## src/rtl/program_loader_pkg.sv

```systemverilog
// ============================================================================
// Module : program_loader_pkg
// Brief  : Shared constants, state encodings and helpers for the program loader
// Rev    : 1.0  initial release
// ============================================================================
`default_nettype none

package program_loader_pkg;

    localparam int LOADER_MEM_WORDS_DEFAULT = 64;

    localparam logic [2:0] LOADER_IDLE  = 3'd0;
    localparam logic [2:0] LOADER_LEN0  = 3'd1;
    localparam logic [2:0] LOADER_LEN1  = 3'd2;
    localparam logic [2:0] LOADER_DATA  = 3'd3;
    localparam logic [2:0] LOADER_DONE  = 3'd4;
    localparam logic [2:0] LOADER_ERROR = 3'd5;

    typedef enum logic [2:0] {
        ST_IDLE  = LOADER_IDLE,
        ST_LEN0  = LOADER_LEN0,
        ST_LEN1  = LOADER_LEN1,
        ST_DATA  = LOADER_DATA,
        ST_DONE  = LOADER_DONE,
        ST_ERROR = LOADER_ERROR
    } loader_state_e;

    function automatic logic count_in_range(input logic [15:0] count, input logic [15:0] max_words);
        return (count != 16'd0) && (count <= max_words);
    endfunction

endpackage

`default_nettype wire

```

## src/rtl/program_loader_if.sv

```systemverilog
// ============================================================================
// Module : program_loader_if
// Brief  : Host byte link, program-memory write port and status of the loader
// Rev    : 1.0  initial release
// ============================================================================
`default_nettype none

interface program_loader_if #(
    parameter int ADDR_WIDTH = 6
) ();
    logic                  start;
    logic                  byte_valid;
    logic [7:0]            byte_data;
    logic                  byte_ready;
    logic                  mem_we;
    logic [ADDR_WIDTH-1:0] mem_addr;
    logic [31:0]           mem_wdata;
    logic                  core_reset;
    logic                  done;
    logic                  error;

    modport master (
        output start, byte_valid, byte_data,
        input  byte_ready, mem_we, mem_addr, mem_wdata, core_reset, done, error
    );

    modport slave (
        input  start, byte_valid, byte_data,
        output byte_ready, mem_we, mem_addr, mem_wdata, core_reset, done, error
    );
endinterface

`default_nettype wire

```

## src/rtl/program_loader_byte_to_word_assembler.sv

```systemverilog
// ============================================================================
// Module : program_loader_byte_to_word_assembler
// Brief  : Packs four bytes little-endian into a 32-bit word, pulsing on the 4th
// Rev    : 1.0  initial release
// ============================================================================
`default_nettype none

module program_loader_byte_to_word_assembler (
    input  wire logic        clk,
    input  wire logic        reset,
    input  wire logic        clear_i,
    input  wire logic        push_i,
    input  wire logic [7:0]  byte_i,
    output logic             word_ready_o,
    output logic [31:0]      word_o
);
    logic [1:0]  lane_q;
    logic [31:0] buf_q;

    always_ff @(posedge clk) begin
        if (reset || clear_i) begin
            lane_q <= 2'd0;
            buf_q  <= 32'd0;
        end else if (push_i) begin
            case (lane_q)
                2'd0:    buf_q[7:0]   <= byte_i;
                2'd1:    buf_q[15:8]  <= byte_i;
                2'd2:    buf_q[23:16] <= byte_i;
                default: buf_q[31:24] <= byte_i;
            endcase
            lane_q <= lane_q + 2'd1;
        end
    end

    // The 4th byte bypasses the buffer so the word is available on its accept edge.
    assign word_ready_o = push_i && !clear_i && (lane_q == 2'd3);
    assign word_o       = {byte_i, buf_q[23:0]};
endmodule

`default_nettype wire

```

## src/rtl/program_loader.sv

```systemverilog
// ============================================================================
// Module : program_loader
// Brief  : Loads a length-prefixed byte stream into program memory; holds core in reset
// Rev    : 1.0  initial release
// ============================================================================
`default_nettype none

module program_loader
    import program_loader_pkg::*;
#(
    parameter int PROGRAM_MEMORY_SIZE_WORDS = LOADER_MEM_WORDS_DEFAULT,
    parameter int ADDR_WIDTH                = 6
) (
    input  wire logic        clk,
    input  wire logic        reset,
    program_loader_if.slave  bus
);
    loader_state_e         state_q;
    logic [15:0]           count_q;
    logic [ADDR_WIDTH:0]   idx_q;
    logic                  mem_we_q;
    logic [ADDR_WIDTH-1:0] mem_addr_q;
    logic [31:0]           mem_wdata_q;
    logic                  core_reset_q;

    logic        w_ready;
    logic        w_xfer;
    logic        w_start_ok;
    logic        w_push;
    logic        w_word_ready;
    logic [31:0] w_word;
    logic [15:0] w_count_full;
    logic        w_last;

    assign w_ready      = (state_q == ST_LEN0) || (state_q == ST_LEN1) || (state_q == ST_DATA);
    assign w_xfer       = bus.byte_valid && w_ready;
    assign w_start_ok   = bus.start && ((state_q == ST_IDLE) || (state_q == ST_DONE) || (state_q == ST_ERROR));
    assign w_push       = w_xfer && (state_q == ST_DATA);
    assign w_count_full = {bus.byte_data, count_q[7:0]};
    // Index is one bit wider than the address so a full-depth image compares cleanly.
    assign w_last       = (16'(idx_q) == (count_q - 16'd1));

    program_loader_byte_to_word_assembler u_asm (
        .clk          (clk),
        .reset        (reset),
        .clear_i      (w_start_ok),
        .push_i       (w_push),
        .byte_i       (bus.byte_data),
        .word_ready_o (w_word_ready),
        .word_o       (w_word)
    );

    always_ff @(posedge clk) begin
        if (reset) begin
            state_q      <= ST_IDLE;
            count_q      <= 16'd0;
            idx_q        <= '0;
            mem_we_q     <= 1'b0;
            mem_addr_q   <= '0;
            mem_wdata_q  <= 32'd0;
            core_reset_q <= 1'b1;
        end else begin
            mem_we_q     <= 1'b0;
            core_reset_q <= (state_q != ST_DONE);
            case (state_q)
                ST_IDLE, ST_DONE, ST_ERROR: begin
                    if (bus.start) begin
                        state_q <= ST_LEN0;
                        count_q <= 16'd0;
                        idx_q   <= '0;
                    end
                end
                ST_LEN0: begin
                    if (w_xfer) begin
                        count_q[7:0] <= bus.byte_data;
                        state_q      <= ST_LEN1;
                    end
                end
                ST_LEN1: begin
                    if (w_xfer) begin
                        count_q[15:8] <= bus.byte_data;
                        state_q <= count_in_range(w_count_full, 16'(PROGRAM_MEMORY_SIZE_WORDS))
                                   ? ST_DATA : ST_ERROR;
                    end
                end
                ST_DATA: begin
                    if (w_word_ready) begin
                        mem_we_q    <= 1'b1;
                        mem_addr_q  <= idx_q[ADDR_WIDTH-1:0];
                        mem_wdata_q <= w_word;
                        idx_q       <= idx_q + 1'b1;
                        if (w_last) begin
                            state_q <= ST_DONE;
                        end
                    end
                end
                default: state_q <= ST_IDLE;
            endcase
        end
    end

    assign bus.byte_ready = w_ready;
    assign bus.mem_we     = mem_we_q;
    assign bus.mem_addr   = mem_addr_q;
    assign bus.mem_wdata  = mem_wdata_q;
    assign bus.core_reset = core_reset_q;
    assign bus.done       = (state_q == ST_DONE);
    assign bus.error      = (state_q == ST_ERROR);
endmodule

`default_nettype wire

```

## src/flat_wrapper.sv

```systemverilog
// flat-port wrapper written by rule: the top's interface ports become plain ports
module program_loader_flat import program_loader_pkg::*;
#(
    parameter int PROGRAM_MEMORY_SIZE_WORDS = LOADER_MEM_WORDS_DEFAULT,
    parameter int ADDR_WIDTH                = 6
)
  (clk, reset, bus_start, bus_byte_valid, bus_byte_data, bus_byte_ready, bus_mem_we, bus_mem_addr, bus_mem_wdata, bus_core_reset, bus_done, bus_error);
  program_loader_if #(.ADDR_WIDTH(ADDR_WIDTH)) bus_i ();
  input  wire logic clk;
  input  wire logic reset;
  input wire logic [$bits(bus_i.start)-1:0] bus_start;
  input wire logic [$bits(bus_i.byte_valid)-1:0] bus_byte_valid;
  input wire logic [$bits(bus_i.byte_data)-1:0] bus_byte_data;
  output wire logic [$bits(bus_i.byte_ready)-1:0] bus_byte_ready;
  output wire logic [$bits(bus_i.mem_we)-1:0] bus_mem_we;
  output wire logic [$bits(bus_i.mem_addr)-1:0] bus_mem_addr;
  output wire logic [$bits(bus_i.mem_wdata)-1:0] bus_mem_wdata;
  output wire logic [$bits(bus_i.core_reset)-1:0] bus_core_reset;
  output wire logic [$bits(bus_i.done)-1:0] bus_done;
  output wire logic [$bits(bus_i.error)-1:0] bus_error;
  assign bus_i.start = bus_start;
  assign bus_i.byte_valid = bus_byte_valid;
  assign bus_i.byte_data = bus_byte_data;
  assign bus_byte_ready = bus_i.byte_ready;
  assign bus_mem_we = bus_i.mem_we;
  assign bus_mem_addr = bus_i.mem_addr;
  assign bus_mem_wdata = bus_i.mem_wdata;
  assign bus_core_reset = bus_i.core_reset;
  assign bus_done = bus_i.done;
  assign bus_error = bus_i.error;
  program_loader #(.PROGRAM_MEMORY_SIZE_WORDS(PROGRAM_MEMORY_SIZE_WORDS), .ADDR_WIDTH(ADDR_WIDTH)) u_core (.clk(clk), .reset(reset), .bus(bus_i));
endmodule
```

## config.mk

```make
export PLATFORM = sky130hd
export DESIGN_NAME = program_loader_flat
export DESIGN_NICKNAME = d
export VERILOG_FILES = /design/src/rtl/program_loader_pkg.sv /design/src/rtl/program_loader_if.sv /design/src/rtl/program_loader_byte_to_word_assembler.sv /design/src/rtl/program_loader.sv /design/src/flat_wrapper.sv
export SDC_FILE = /design/constraint.sdc
export NUM_CORES = 1
export LEC_CHECK = 0
export ABC_AREA = 1
export CAP_MARGIN = 0
export CELL_PAD_IN_SITES_DETAIL_PLACEMENT = 0
export CELL_PAD_IN_SITES_GLOBAL_PLACEMENT = 1
export CORE_ASPECT_RATIO = 0.9
export CORE_UTILIZATION = 25
export DETAILED_ROUTE_END_ITERATION = 10
export PLACE_DENSITY_LB_ADDON = 0.12
export SYNTH_ARGS = -nofsm -noshare
export SYNTH_HDL_FRONTEND = slang
export SYNTH_SLANG_ARGS = --single-unit
```

## constraint.sdc

```tcl
create_clock -name clk -period 1.9 [get_ports clk]
set_input_delay 0.475 -clock clk [delete_from_list [all_inputs] [get_ports clk]]
set_output_delay 0.475 -clock clk [all_outputs]
set_load 0.05 [all_outputs]
```

==> results.ini <==
[clock_network]
cts_root_buf=clkbuf_16
cts_tree=built
htreeDepth=3
cts_num_sinks=92
cts_buffer_depth=2
numCtsBuffers=9
insertion_delay_ns=0.35
cts.clk_slew.worst_paths_ns=0.07
cts_hold_buffers=0

[die]
die_area_um2=16900
fp.dieW_um=137
start_util_pct=26.0
rows=43
io_pins=55
core_area_um2=15700
die_h_um=123

[detailed_routing]
drc=0
drtIter0Drc=177
wl_um=12700
ant_nets=0
firstDrtPassIters=6
wire_per_inst_um=14.9
num_vias=3894
viasPerCell=4.57

[timing]
final.setup.tns_ns=0
skew_ns=0.00520
setup_viol=0
finalCriticalPeriod_ns=1.82
rsz0062_at_grt=true
slew_viol_final=0
max_freq_mhz=548
slew_headroom_pct=74.0
tightest_slew_ns=0.389
hold_viol=0
fin_crit_sh_pct=96.0

[critical_path]
worstReg2RegEnd=u_core.idx_q[5]
crit_type=register to output port
critPathCaptureType=output port
worstSetupStartpointType=register
required_ns=1.42
r2r_cells=11
critical_path.max_fanout=7
critPathArrivalTime_ns=1.35
reg2reg_slack_ns=0.12
endpoint=bus_byte_ready
startpoint=u_core.state_q[0]
reg2reg_from=u_core.state_q[0]

[synthesis]
synth.distinct_cells=37
synth_top_area_cell=dfxtp_1
ys_top_cells_by_area=dfxtp_1, nand2_1, nor2_1
synth_top_area_share_pct=45.1
synth.avg_cell_area_um2=7.25
yosys_warnings=0
netlist_area_um2=4090
synth_sequential_area_ratio_pct=45.1
syn_inst=564
ys_seq_elements=92
syn_nets=583

[pwr]
p_total_mw=6.90
switching_share_pct=38.8
p_switching_mw=2.67
p_per_area_nw_per_um2=1290
p_comb_share_pct=38.3
irDropWorstVdd_mv=0.685
p_seq_share_pct=33.1
internal_power_mw=4.23
clkPwrFrac_pct=28.6
power_leakage_nw=2.42

[global_routing]
antenna_found_initial=0
grt_overflow=0
grt_pass1_wl_um=20000
grt_usage_pct=16.1
grt_pass1_vias=3792
grt_max_degree=46

[final_layout]
nets=664
fin_util_pct=34.1
n_fill_cell=1682
drive_above_1_share_pct=19.4
syn_to_final_growth_pct=31.2
antenna_cells=0

[status]
status=finished clean

[placement]
portBuffers=54
gp_congestion=0.801
dp_hpwl_um=9190

[worst_hold_path]
hold_path.class=register to register

[flow_run]
maxCapViolCount=0

-- power by group through the flow --
stage | combinational [mW] | clock [mW] | sequential [mW]
6_report | 2.64 | 1.97 | 2.29
3_3_place_gp | 2.56 | 0 | 2.32
2_1_floorplan | 1.81 | 0 | 2.27
5_1_grt | 2.98 | 2.11 | 2.31
4_1_cts | 2.59 | 2.04 | 2.28
3_5_place_dp | 2.57 | 0 | 2.32
-- cells by family (layout without fill, tap and decap cells) --
logic type / after synthesis / count (layout) / share of synthesized area, %
simple gates: 264 / 264 / 28.4
compound gates: 125 / 125 / 16.4
flops: 92 / 92 / 45.1
buf+inv: 73 / 159 / 7.35
fa+ha+maj: 7 / 7 / 2.14
xor+xnor: 3 / 3 / 0.643
-- layer usage --
metal / vias up / global-route usage, % / share of wire [%]
li1: 1996 / - / -
met3: 11 / 3.57 / 3.0
met2: 61 / 25.3 / 45
met4: 0 / 4.58 / 1.1
met1: 1826 / 21.9 / 51
met5: - / 0 / 0
-- what timing repair did --
item	in CTS	in global routing
resized for setup	3	13
pin swaps	0	4
setup endpoints to repair	2	5
buffers inserted	0	0
-- state kept, by name, indices dropped and copies added (netlist names) --
register,count
u_core.bus.mem_we,1
u_core.bus.core_reset,1
u_core.idx_q,7
u_core.state_q,3
u_core.u_asm.lane_q,2
u_core.bus.mem_addr,6
u_core.u_asm.buf_q,24
u_core.bus.mem_wdata,32
u_core.count_q,16
-- critical path: stages (launching register included) --
cell and delay [ns]:
dfxtp_1 0.53, nand2_4 0.15, nand2_1 0.16, buf_12 0.15
-- Yosys cell counts, drive strengths merged --
| master | n |
|---|---|
| nand3b | 2 |
| o21ai | 52 |
| a211oi | 14 |
| xor2 | 2 |
| o21a | 1 |
| ha | 7 |
| o22ai | 1 |
| a21oi | 55 |
| nand3 | 20 |
| nor3 | 5 |
| buf | 7 |
| inv | 51 |
| xnor2 | 1 |
| nor4 | 3 |
| dfxtp | 92 |
| nor3b | 1 |
| nor2 | 111 |
| and3 | 1 |
| clkinv | 4 |
| nand2 | 117 |
| a31oi | 2 |
| nand4 | 3 |
| and2 | 1 |
| clkbuf | 11 |
-- worst min-delay path by stage --
stage | startpoint | to | slack, ns | depth (start not counted)
CTS | u_core.u_asm.buf_q[0] | u_core.u_asm.buf_q[0] | 0.47 | 2
global route | u_core.u_asm.buf_q[23] | u_core.u_asm.buf_q[23] | 0.49 | 2
floorplan | u_core.u_asm.buf_q[0] | u_core.u_asm.buf_q[0] | 0.45 | 2
global placement | u_core.u_asm.buf_q[23] | u_core.u_asm.buf_q[23] | 0.45 | 2
finish | u_core.u_asm.buf_q[8] | u_core.u_asm.buf_q[8] | 0.47 | 2
detailed placement | u_core.u_asm.buf_q[0] | u_core.u_asm.buf_q[0] | 0.46 | 2
-- placed cells by master (no fill, tap or decap), types with 2 or more instances in the layout --
master,instances
dfxtp_2,2
clkdlybuf4s50_1,11
o21ai_0,51
nand3_1,19
buf_4,72
nand2_2,2
nor2_1,97
a21oi_1,54
clkbuf_16,9
nor3_1,4
dfxtp_1,90
ha_1,6
nor2_4,7
nor2_2,6
nand2_1,111
inv_1,45
xor2_1,2
inv_6,2
clkinv_1,4
inv_2,6
nand2_4,4
buf_12,5
a211oi_1,14
a31oi_1,2
bufinv_16,2
nand4_1,3
nor4_1,3
-- area by class of cell --
class                   instances  area, um^2  area share [%]
multi-input cells             399        1980            37.0
well taps                     202         253            4.72
clock buffers                   9         225            4.20
repair buffers                 88         751            14.0
flip-flops and latches         92        1840            34.4
clock inverters                 7        98.8            1.84
inverters                      55         206            3.85
-- stage by stage --
stage	std cells	instance area [um^2]	hold slack [ns]	setup WS, ns
2_1_floorplan	564	4090	0.446	0.157
3_3_place_gp	836	5000	0.452	-0.0929
3_5_place_dp	836	5000	0.456	-0.121
4_1_cts	852	5330	0.468	0.00930
5_1_grt	852	5360	0.492	-0.0122
6_report	852	5360	0.468	0.0764
No activity file was read; power rests on OpenSTA's default activity.
